### src/rtl/secded_scrubber_pkg.sv
// Shared types and constants for the SECDED scrub engine: codeword geometry,
// syndrome classes and scrubber FSM states.
package secded_scrubber_pkg;

    localparam int unsigned CW_W   = 39;
    localparam int unsigned DATA_W = 32;
    localparam int unsigned SYND_W = CW_W - DATA_W;

    typedef enum logic [1:0] {
        CLEAN,
        SINGLE,
        DOUBLE
    } synd_class_e;

    typedef enum logic [2:0] {
        IDLE,
        WAIT,
        READ,
        CHECK,
        WRITE,
        NEXT
    } scrub_state_e;

    // synd[MSB] is overall parity: odd weight means one flipped bit (possibly a check bit).
    function automatic synd_class_e classify_synd(input logic [SYND_W-1:0] synd);
        if (synd == '0)
            return CLEAN;
        if (synd[SYND_W-1])
            return SINGLE;
        return DOUBLE;
    endfunction

endpackage

### src/rtl/secded_scrubber_if.sv
// Memory-side request/ack port of the scrubber; master = scrubber, slave = RAM.
interface secded_scrubber_if
    import secded_scrubber_pkg::*;
#(
    parameter int unsigned ADDR_W = 10
) ();

    logic              mem_req;
    logic              mem_we;
    logic [ADDR_W-1:0] mem_addr;
    logic [CW_W-1:0]   mem_wdata;
    logic              mem_ack;
    logic [CW_W-1:0]   mem_rdata;

    modport master (
        output mem_req, mem_we, mem_addr, mem_wdata,
        input  mem_ack, mem_rdata
    );

    modport slave (
        input  mem_req, mem_we, mem_addr, mem_wdata,
        output mem_ack, mem_rdata
    );

endinterface

### src/rtl/secded_scrubber_ecc.sv
// Combinational SECDED (error_correction) stage: cw[i] holds Hamming position i+1
// (check bits at powers of two), cw[38] is overall parity.
module secded_scrubber_ecc
    import secded_scrubber_pkg::*;
(
    input  logic [CW_W-1:0]   codeword,
    output logic [SYND_W-1:0] synd,
    output logic [CW_W-1:0]   corrected
);

    localparam int unsigned HAM_N = CW_W - 1;
    localparam int unsigned POS_W = SYND_W - 1;

    always_comb begin
        synd = '0;
        for (int unsigned i = 0; i < HAM_N; i++) begin
            for (int unsigned k = 0; k < POS_W; k++) begin
                if (((i + 1) >> k) % 2 == 1)
                    synd[k] = synd[k] ^ codeword[i];
            end
        end
        synd[SYND_W-1] = ^codeword;
    end

    // Position 0 in the Hamming syndrome means the overall parity bit itself flipped.
    always_comb begin
        corrected = codeword;
        if (synd[SYND_W-1]) begin
            if (synd[POS_W-1:0] == '0)
                corrected[CW_W-1] = ~codeword[CW_W-1];
            for (int unsigned i = 0; i < HAM_N; i++) begin
                if (synd[POS_W-1:0] == POS_W'(i + 1))
                    corrected[i] = ~codeword[i];
            end
        end
    end

endmodule

### src/rtl/secded_scrubber.sv
// Background scrub engine: walks every address, reads and checks each codeword,
// writes back single-bit corrections and logs uncorrectable errors.
module secded_scrubber
    import secded_scrubber_pkg::*;
#(
    parameter int unsigned DEPTH    = 1024,
    parameter int unsigned ADDR_W   = 10,
    parameter int unsigned CNT_W    = 16,
    parameter int unsigned INTERVAL = 256
) (
    input  logic                 clk,
    input  logic                 rst_n,
    input  logic                 start,
    input  logic                 cont,
    input  logic                 clr_stats,
    secded_scrubber_if.master    mem,
    output logic                 busy,
    output logic                 done,
    output logic [CNT_W-1:0]     ce_count,
    output logic [CNT_W-1:0]     ue_count,
    output logic                 ue_flag,
    output logic [ADDR_W-1:0]    ue_addr
);

    localparam int unsigned       IVL_W     = (INTERVAL > 1) ? $clog2(INTERVAL) : 1;
    localparam logic [IVL_W-1:0]  IVL_LAST  = IVL_W'(INTERVAL - 1);
    localparam logic [ADDR_W-1:0] ADDR_LAST = ADDR_W'(DEPTH - 1);

    scrub_state_e      state_q, state_d;
    logic [ADDR_W-1:0] addr_q;
    logic [IVL_W-1:0]  ivl_q;
    logic [CW_W-1:0]   cw_q;
    logic [SYND_W-1:0] synd;
    logic [CW_W-1:0]   cw_fix;
    synd_class_e       synd_cls;
    logic              last_addr;

    secded_scrubber_ecc u_error_correction (
        .codeword  (cw_q),
        .synd      (synd),
        .corrected (cw_fix)
    );

    assign synd_cls  = classify_synd(synd);
    assign last_addr = (addr_q == ADDR_LAST);

    always_ff @(posedge clk or negedge rst_n) begin
        if (!rst_n)
            state_q <= IDLE;
        else
            state_q <= state_d;
    end

    always_comb begin
        state_d = state_q;
        unique case (state_q)
            IDLE:    if (start) state_d = WAIT;
            WAIT:    if (ivl_q == IVL_LAST) state_d = READ;
            READ:    if (mem.mem_ack) state_d = CHECK;
            CHECK:   state_d = (synd_cls == SINGLE) ? WRITE : NEXT;
            WRITE:   if (mem.mem_ack) state_d = NEXT;
            NEXT:    state_d = (last_addr && !cont) ? IDLE : WAIT;
            default: state_d = IDLE;
        endcase
    end

    always_comb begin
        mem.mem_req   = 1'b0;
        mem.mem_we    = 1'b0;
        mem.mem_addr  = addr_q;
        mem.mem_wdata = '0;
        busy          = (state_q != IDLE);
        unique case (state_q)
            READ: begin
                mem.mem_req = 1'b1;
            end
            WRITE: begin
                mem.mem_req   = 1'b1;
                mem.mem_we    = 1'b1;
                mem.mem_wdata = cw_fix;
            end
            default: ;
        endcase
    end

    // Datapath: address walk, inter-read spacing, captured codeword, end-of-pass pulse.
    always_ff @(posedge clk or negedge rst_n) begin
        if (!rst_n) begin
            addr_q <= '0;
            ivl_q  <= '0;
            cw_q   <= '0;
            done   <= 1'b0;
        end else begin
            done <= 1'b0;
            if (state_q == WAIT && ivl_q != IVL_LAST)
                ivl_q <= ivl_q + IVL_W'(1);
            else
                ivl_q <= '0;
            if (state_q == READ && mem.mem_ack)
                cw_q <= mem.mem_rdata;
            if (state_q == NEXT) begin
                addr_q <= last_addr ? '0 : addr_q + ADDR_W'(1);
                done   <= last_addr;
            end
        end
    end

    // A clear in the same cycle as a CHECK event wins and the event is discarded.
    always_ff @(posedge clk or negedge rst_n) begin
        if (!rst_n) begin
            ce_count <= '0;
            ue_count <= '0;
            ue_flag  <= 1'b0;
            ue_addr  <= '0;
        end else if (clr_stats) begin
            ce_count <= '0;
            ue_count <= '0;
            ue_flag  <= 1'b0;
            ue_addr  <= '0;
        end else if (state_q == CHECK) begin
            unique case (synd_cls)
                SINGLE: begin
                    if (ce_count != '1)
                        ce_count <= ce_count + CNT_W'(1);
                end
                DOUBLE: begin
                    if (ue_count != '1)
                        ue_count <= ue_count + CNT_W'(1);
                    if (!ue_flag) begin
                        ue_flag <= 1'b1;
                        ue_addr <= addr_q;
                    end
                end
                default: ;
            endcase
        end
    end

endmodule

### src/flat_wrapper.sv
// flat-port wrapper written by rule: the top's interface ports become plain ports
module secded_scrubber_flat import secded_scrubber_pkg::*;
#(
    parameter int unsigned DEPTH    = 1024,
    parameter int unsigned ADDR_W   = 10,
    parameter int unsigned CNT_W    = 16,
    parameter int unsigned INTERVAL = 256
)
  (clk, rst_n, start, cont, clr_stats, busy, done, ce_count, ue_count, ue_flag, ue_addr, mem_mem_req, mem_mem_we, mem_mem_addr, mem_mem_wdata, mem_mem_ack, mem_mem_rdata);
  secded_scrubber_if #(.ADDR_W(ADDR_W)) mem_i ();
  input  logic clk;
  input  logic rst_n;
  input  logic start;
  input  logic cont;
  input  logic clr_stats;
  output logic busy;
  output logic done;
  output logic [CNT_W-1:0] ce_count;
  output logic [CNT_W-1:0] ue_count;
  output logic ue_flag;
  output logic [ADDR_W-1:0] ue_addr;
  output wire logic [$bits(mem_i.mem_req)-1:0] mem_mem_req;
  output wire logic [$bits(mem_i.mem_we)-1:0] mem_mem_we;
  output wire logic [$bits(mem_i.mem_addr)-1:0] mem_mem_addr;
  output wire logic [$bits(mem_i.mem_wdata)-1:0] mem_mem_wdata;
  input wire logic [$bits(mem_i.mem_ack)-1:0] mem_mem_ack;
  input wire logic [$bits(mem_i.mem_rdata)-1:0] mem_mem_rdata;
  assign mem_mem_req = mem_i.mem_req;
  assign mem_mem_we = mem_i.mem_we;
  assign mem_mem_addr = mem_i.mem_addr;
  assign mem_mem_wdata = mem_i.mem_wdata;
  assign mem_i.mem_ack = mem_mem_ack;
  assign mem_i.mem_rdata = mem_mem_rdata;
  secded_scrubber #(.DEPTH(DEPTH), .ADDR_W(ADDR_W), .CNT_W(CNT_W), .INTERVAL(INTERVAL)) u_core (.clk(clk), .rst_n(rst_n), .start(start), .cont(cont), .clr_stats(clr_stats), .mem(mem_i), .busy(busy), .done(done), .ce_count(ce_count), .ue_count(ue_count), .ue_flag(ue_flag), .ue_addr(ue_addr));
endmodule
### config.mk
export PLATFORM = sky130hd
export DESIGN_NAME = secded_scrubber_flat
export DESIGN_NICKNAME = d
export VERILOG_FILES = /design/src/rtl/secded_scrubber_pkg.sv /design/src/rtl/secded_scrubber_if.sv /design/src/rtl/secded_scrubber_ecc.sv /design/src/rtl/secded_scrubber.sv /design/src/flat_wrapper.sv
export SDC_FILE = /design/constraint.sdc
export NUM_CORES = 1
export LEC_CHECK = 0
export ABC_AREA = 0
export CORE_ASPECT_RATIO = 2
export CORE_MARGIN = 1
export CORE_UTILIZATION = 35
export CTS_CLUSTER_SIZE = 28
export DETAILED_ROUTE_END_ITERATION = 16
export HOLD_SLACK_MARGIN = 0.05
export PLACE_DENSITY = 0.62
export SYNTH_ARGS = -nofsm -noshare
export SYNTH_HDL_FRONTEND = slang
export SYNTH_SLANG_ARGS = --single-unit
### constraint.sdc
create_clock -name clk -period 5.4 [get_ports clk]
set_input_delay 1.62 -clock clk [delete_from_list [all_inputs] [get_ports clk]]
set_output_delay 1.62 -clock clk [all_outputs]
set_load 0.005 [all_outputs]
* Word-level counts from Yosys, hierarchy flattened *
Cells that the tools add are included.

operators by class
  equality and inequality tests = 55
  bitwise operators = 129
  reduce and logical (&&, ||, !) cells = 20
  mux-type cells = 75
  $add $sub $neg = 4

operators by type and width
  cell                   number
  $mux 16                8
  $eq 6x5->1 const B     16
  $xor 1x1->1            90
  $mux 39                2
  $mux 1                 50
  $mux 10                5
  $eq 6x4->1 const B     8
  $eq 6x6->1 const B     7
  $not 1->1              39
  $reduce_xor 39->1      1
  $add 16x1->16 const B  2
  $ne 16x16->1 const B   2
  $eq 6x3->1 const B     4
  $pmux 3 s6             1
  $eq 6x2->1 const B     2
  $mux 3                 4
  $add 10x1->10 const B  1
  $eq 10x10->1 const B   1
  $reduce_bool 2->1      5
  $reduce_and 3->1       3
  $add 8x1->8 const B    1
  $eq 8x8->1 const B     1
  $mux 2                 4
  $mux 8                 1
  other kinds (18)       25

word-level totals
  bits of input ports = 45
  logic and storage cells = 292
  register bits = 104

* Longest topological paths before layout *
  word-level depth = 27
  gate-level depth with buffers = 11
  gate-level depth less buffers = 8

* Modules after synthesis *
From an unflattened synthesis, not the netlist that was laid out.

second synthesis, totals
  cells, all modules = 646
  area, all modules = 6806.5 sq um

modules (own cells, without submodules)
  module               cells an instance  instances  area an instance (sq um)
  secded_scrubber      447                1          4918.5
  secded_scrubber_ecc  199                1          1888.1

* Worst setup path after synthesis *
No wires, ideal clock.

  kind = register to output
  from = register u_core.cw_q[21]
  to = output port mem_mem_wdata[7]
  required time = 3.780 ns
  arrival time = 2.828 ns
  stages on the path, launching flop included = 10
  path slack = 0.952 ns
  buffers on the path = 1
  cells stage by stage = dfrtp_1 -> xor2_1 -> xnor2_1 -> xnor3_1 -> xnor2_1 -> xnor2_1 -> clkbuf_1 -> or4b_1 -> or3_1 -> a21oi_1

between the ends
  longest elaborated chain between the ends = 14
  elaborated cells on any way between the ends = 33
  classes of those cells = 1 x eq/ne; 3 x mux; 28 x bitwise; 1 x reduce/logical

RTL lines
  what                        RTL line                   text
  start, declared             secded_scrubber.sv:32      logic [CW_W-1:0] cw_q;
  start signal, assigned      secded_scrubber.sv:100     cw_q <= mem.mem_rdata;
  $xor 1x1->1 (10 in series)  secded_scrubber_ecc.sv:19  synd[k] = synd[k] ^ codeword[i];
  $eq 6x4->1                  secded_scrubber_ecc.sv:32  if (synd[POS_W-1:0] == POS_W'(i + 1))
  $mux 1                      secded_scrubber_ecc.sv:32
  $mux 39 (*)                 secded_scrubber_ecc.sv:28  if (synd[SYND_W-1]) begin
  $mux 39 (*)                 secded_scrubber.sv:73      unique case (state_q)
  end, declared               flat_wrapper.sv:25         output wire logic [$bits(mem_i.mem_wdata)-1:0] mem_mem_wdata;

Mark *: on every way between the ends. The rest lies on a longest branch, timed or not.

* Final worst setup path *
  from = register u_core.cw_q[29]
  to = output port mem_mem_wdata[30]

between the ends
  longest elaborated chain between the ends = 9
  elaborated cells on any way between the ends = 19
  classes of those cells = 1 x eq/ne; 3 x mux; 14 x bitwise; 1 x reduce/logical

RTL lines
  what                       RTL line
  $xor 1x1->1 (5 in series)  secded_scrubber_ecc.sv:19
  $eq 6x5->1                 secded_scrubber_ecc.sv:32
  $mux 1                     secded_scrubber_ecc.sv:32
  $mux 39 (*)                secded_scrubber_ecc.sv:28
  $mux 39 (*)                secded_scrubber.sv:73

Marked as above.

==> flow_summary.toml <==
[finish]
nFillCells = 1641
multi_input_area_um2 = 3880
area_growth_pct = 36.2
drive_gt1_share_pct = 20.8
seqCellArea_um2 = 2610
antenna_cells = 0
final_cells = 1002
layout.nets = 834
finish.instance_area_um2 = 8690

[worst_setup_path]
worstSetupStartpoint = "u_core.cw_q[29]"
critPathMaxFanout = 8
cp.arrival_ps = 3720
crit_path_end_kind = "primary output"
reg2reg_depth = 9
cp-start-kind = "flop"
crit_required_ps = 3780
critPathKind = "flop to primary output"
rr_endpoint = "u_core.ue_count[10]"
r2r_slack_ps = 1700
timing.rr.start = "u_core.cw_q[30]"

[routing]
dr_total_vias = 5378
first_pass_iters = 4
wirelength_um = 18800
antenna_left = 0
drt_iter0_drc = 143
viasPerCell = 5.37
drc_errors = 0
wl_per_cell_um = 18.8

[clocking]
cts_inserted_buffers = 9
holdBufCountCts = 0
clk_transition_reported_paths_ps = 70
cts.sinks = 104
cts-root-buf = "clkbuf_16"
htreeDepth = 3
cts_tree = "done"
cts.path.max_buffers = 2
clk_latency_ps = 350

[sta]
post-route-period-util_pct = 99.0
rsz0062_at_grt = "true"
drv_slew = 0
max_freq_mhz = 187
slew_headroom_pct = 29.7
totalNegativeSetupSlack_ps = 0
setup_ws_ps = 55.3
hold_violations = 0
finalCriticalPeriod_ps = 5340
setup_viol = 0
worst_slew_pin_slew_ps = 1050
fin_worst_skew_ps = 9.85
whs_ps = 475

[yosys]
syn_nets = 700
ys_ff_latch = 104
synth.distinct_cells = 51
synth-edff-count = 0
ys_warn_count = 0
synth_top_area_share_pct = 40.8
synth_async_sr_flop_share_pct = 100
syn_area_um2 = 6380
seq_area_frac_synth_pct = 40.8
syn_inst = 651
yosys_most_used_dff = "dfrtp_1"
syn_area_per_cell_um2 = 9.80
synth.area.top_cells = "dfrtp_1 (41%), xnor2_1 (12%), mux2_2 (6.9%)"
yosys.area.top_type = "dfrtp_1"
netlist_top_cells_count = "dfrtp_1 (104), xnor2_1 (89), nor2_1 (65)"
yosysMostFrequentCell = "dfrtp_1"

[global_routing]
grt_usage_pct = 19.7
grt_pass1_vias = 5301
grt_pass1_wl_um = 28500
grt_max_degree = 81
antenna_found_initial = 0
grt-ovfl-total = 0

[worst_hold_path]
hold_class = "flop to flop"
hp-start = "u_core.ivl_q[0]"
min_to = "u_core.ivl_q[0]"
min_path_cells = 1

[floorplanning]
io_pins = 141
fp.dieH_um = 193
initial_core_util_pct = 35.9
rows = 69
dieArea_um2 = 18800
die_w_um = 97.5
core-area_um2 = 17800

[run_status]
status = "complete, no violations"

[placed_design]
dp_worst_setup_slack_ps = 204
port_buffers = 140
placed_cell_area_um2 = 8000
placed_cells = 979
hpwlAfterDp_um = 13900
globalplace.congestion = 0.908

[pwr]
vdd_ir_drop_max_mv = 0.308
powerDensity_nw_per_um2 = 305
leakage_nw = 3.52

[flow_run]
cap_violations = 0
-- metrics by stage --
step / util (%) / power [W]
final: 48.9 / 0.00265
after global routing: 48.9 / 0.00276
after CTS: 47.3 / 0.00253
after detailed placement: 45.0 / 0.00180
after global placement: 45.0 / 0.00178
after floorplan: - / 0.00148
-- cell usage in the layout, fill, tap and decap left out, types with 10 or more instances in the layout --
cell type and count:
a21oi_1 30, a21oi_2 14, buf_4 26, clkdlybuf4s50_1 123, dfrtp_1 102, dlymetal6s2s_1 15, inv_1 10, mux2_2 39
nand2_1 30, nand3_1 12, nand3b_1 12, nor2_1 65, nor4_1 21, o21ai_0 35, or3_1 19, xnor2_1 70
xnor2_2 19, xor2_1 16
-- routing by layer --
metal,up-vias,global-route usage [%],share of wire (%)
li1,2557,-,-
met1,2657,19.6,36
met2,131,39.5,57
met3,33,2.45,3.2
met4,0,9.67,4.1
met5,-,0,0
-- final cells by class --
| cell class | instances | share of cell area, % |
|---|---|---|
| Clock buffer | 10 | 2.75 |
| Multi-Input combinational cell | 495 | 44.7 |
| Inverter | 10 | 0.432 |
| Sequential cell | 104 | 30.0 |
| Tap cell | 213 | 3.07 |
| Clock inverter | 5 | 0.446 |
| Timing Repair Buffer | 165 | 18.6 |
-- sequential cells by signal (all words and copies together), names as in the netlist --
name and count:
u_core.ce_count 16, u_core.cw_q 39, u_core.done 1, u_core.ivl_q 8, u_core.mem.mem_addr 10, u_core.state_q 3
u_core.ue_addr 10, u_core.ue_count 16, u_core.ue_flag 1
-- power breakdown --
part / switching, W / internal, W / leakage, nW / total, W
clock network: 0.000305 / 0.000328 / 0.136 / 0.000632
registers: 0.0000250 / 0.000793 / 1.39 / 0.000818
logic: 0.000780 / 0.000422 / 1.99 / 0.00120
-- worst max-delay path by stage --
stage                                    to  slack, ps  cells past startpoint
final                     mem_mem_wdata[30]         60                      9
after global routing      mem_mem_wdata[30]        -70                     10
after CTS                 mem_mem_wdata[26]        0.9                      9
after detailed placement  mem_mem_wdata[30]        200                      9
after global placement    mem_mem_wdata[30]        230                      9
after floorplan            mem_mem_wdata[7]        950                      9
-- timing repair --
| action | CTS | global route |
|---|---|---|
| setup endpoints to repair | 25 | 34 |
| gates resized for setup | 23 | 47 |
| pin swaps | 1 | 10 |
| setup buffers | 1 | 7 |
-- kinds of logic after synthesis --
group	synth area share (%)
and+or+nand+nor	19.1
xor gates and xnor gates	18.0
AOI/OAI and AO/OA	10.9
DFF	40.8
buffers and inverters	3.45
muxes	6.88
adders and majority gates	0.784
-- critical path: stages (launching register included) --
cell and delay, ps:
dfrtp_1 450, xor2_4 270, xnor2_2 160, xnor3_2 540, xnor2_2 190, xnor2_2 200, or4b_4 550, or3_1 350
a21oi_2 160, clkdlybuf4s50_1 520
(Power assumes the default switching activity.)
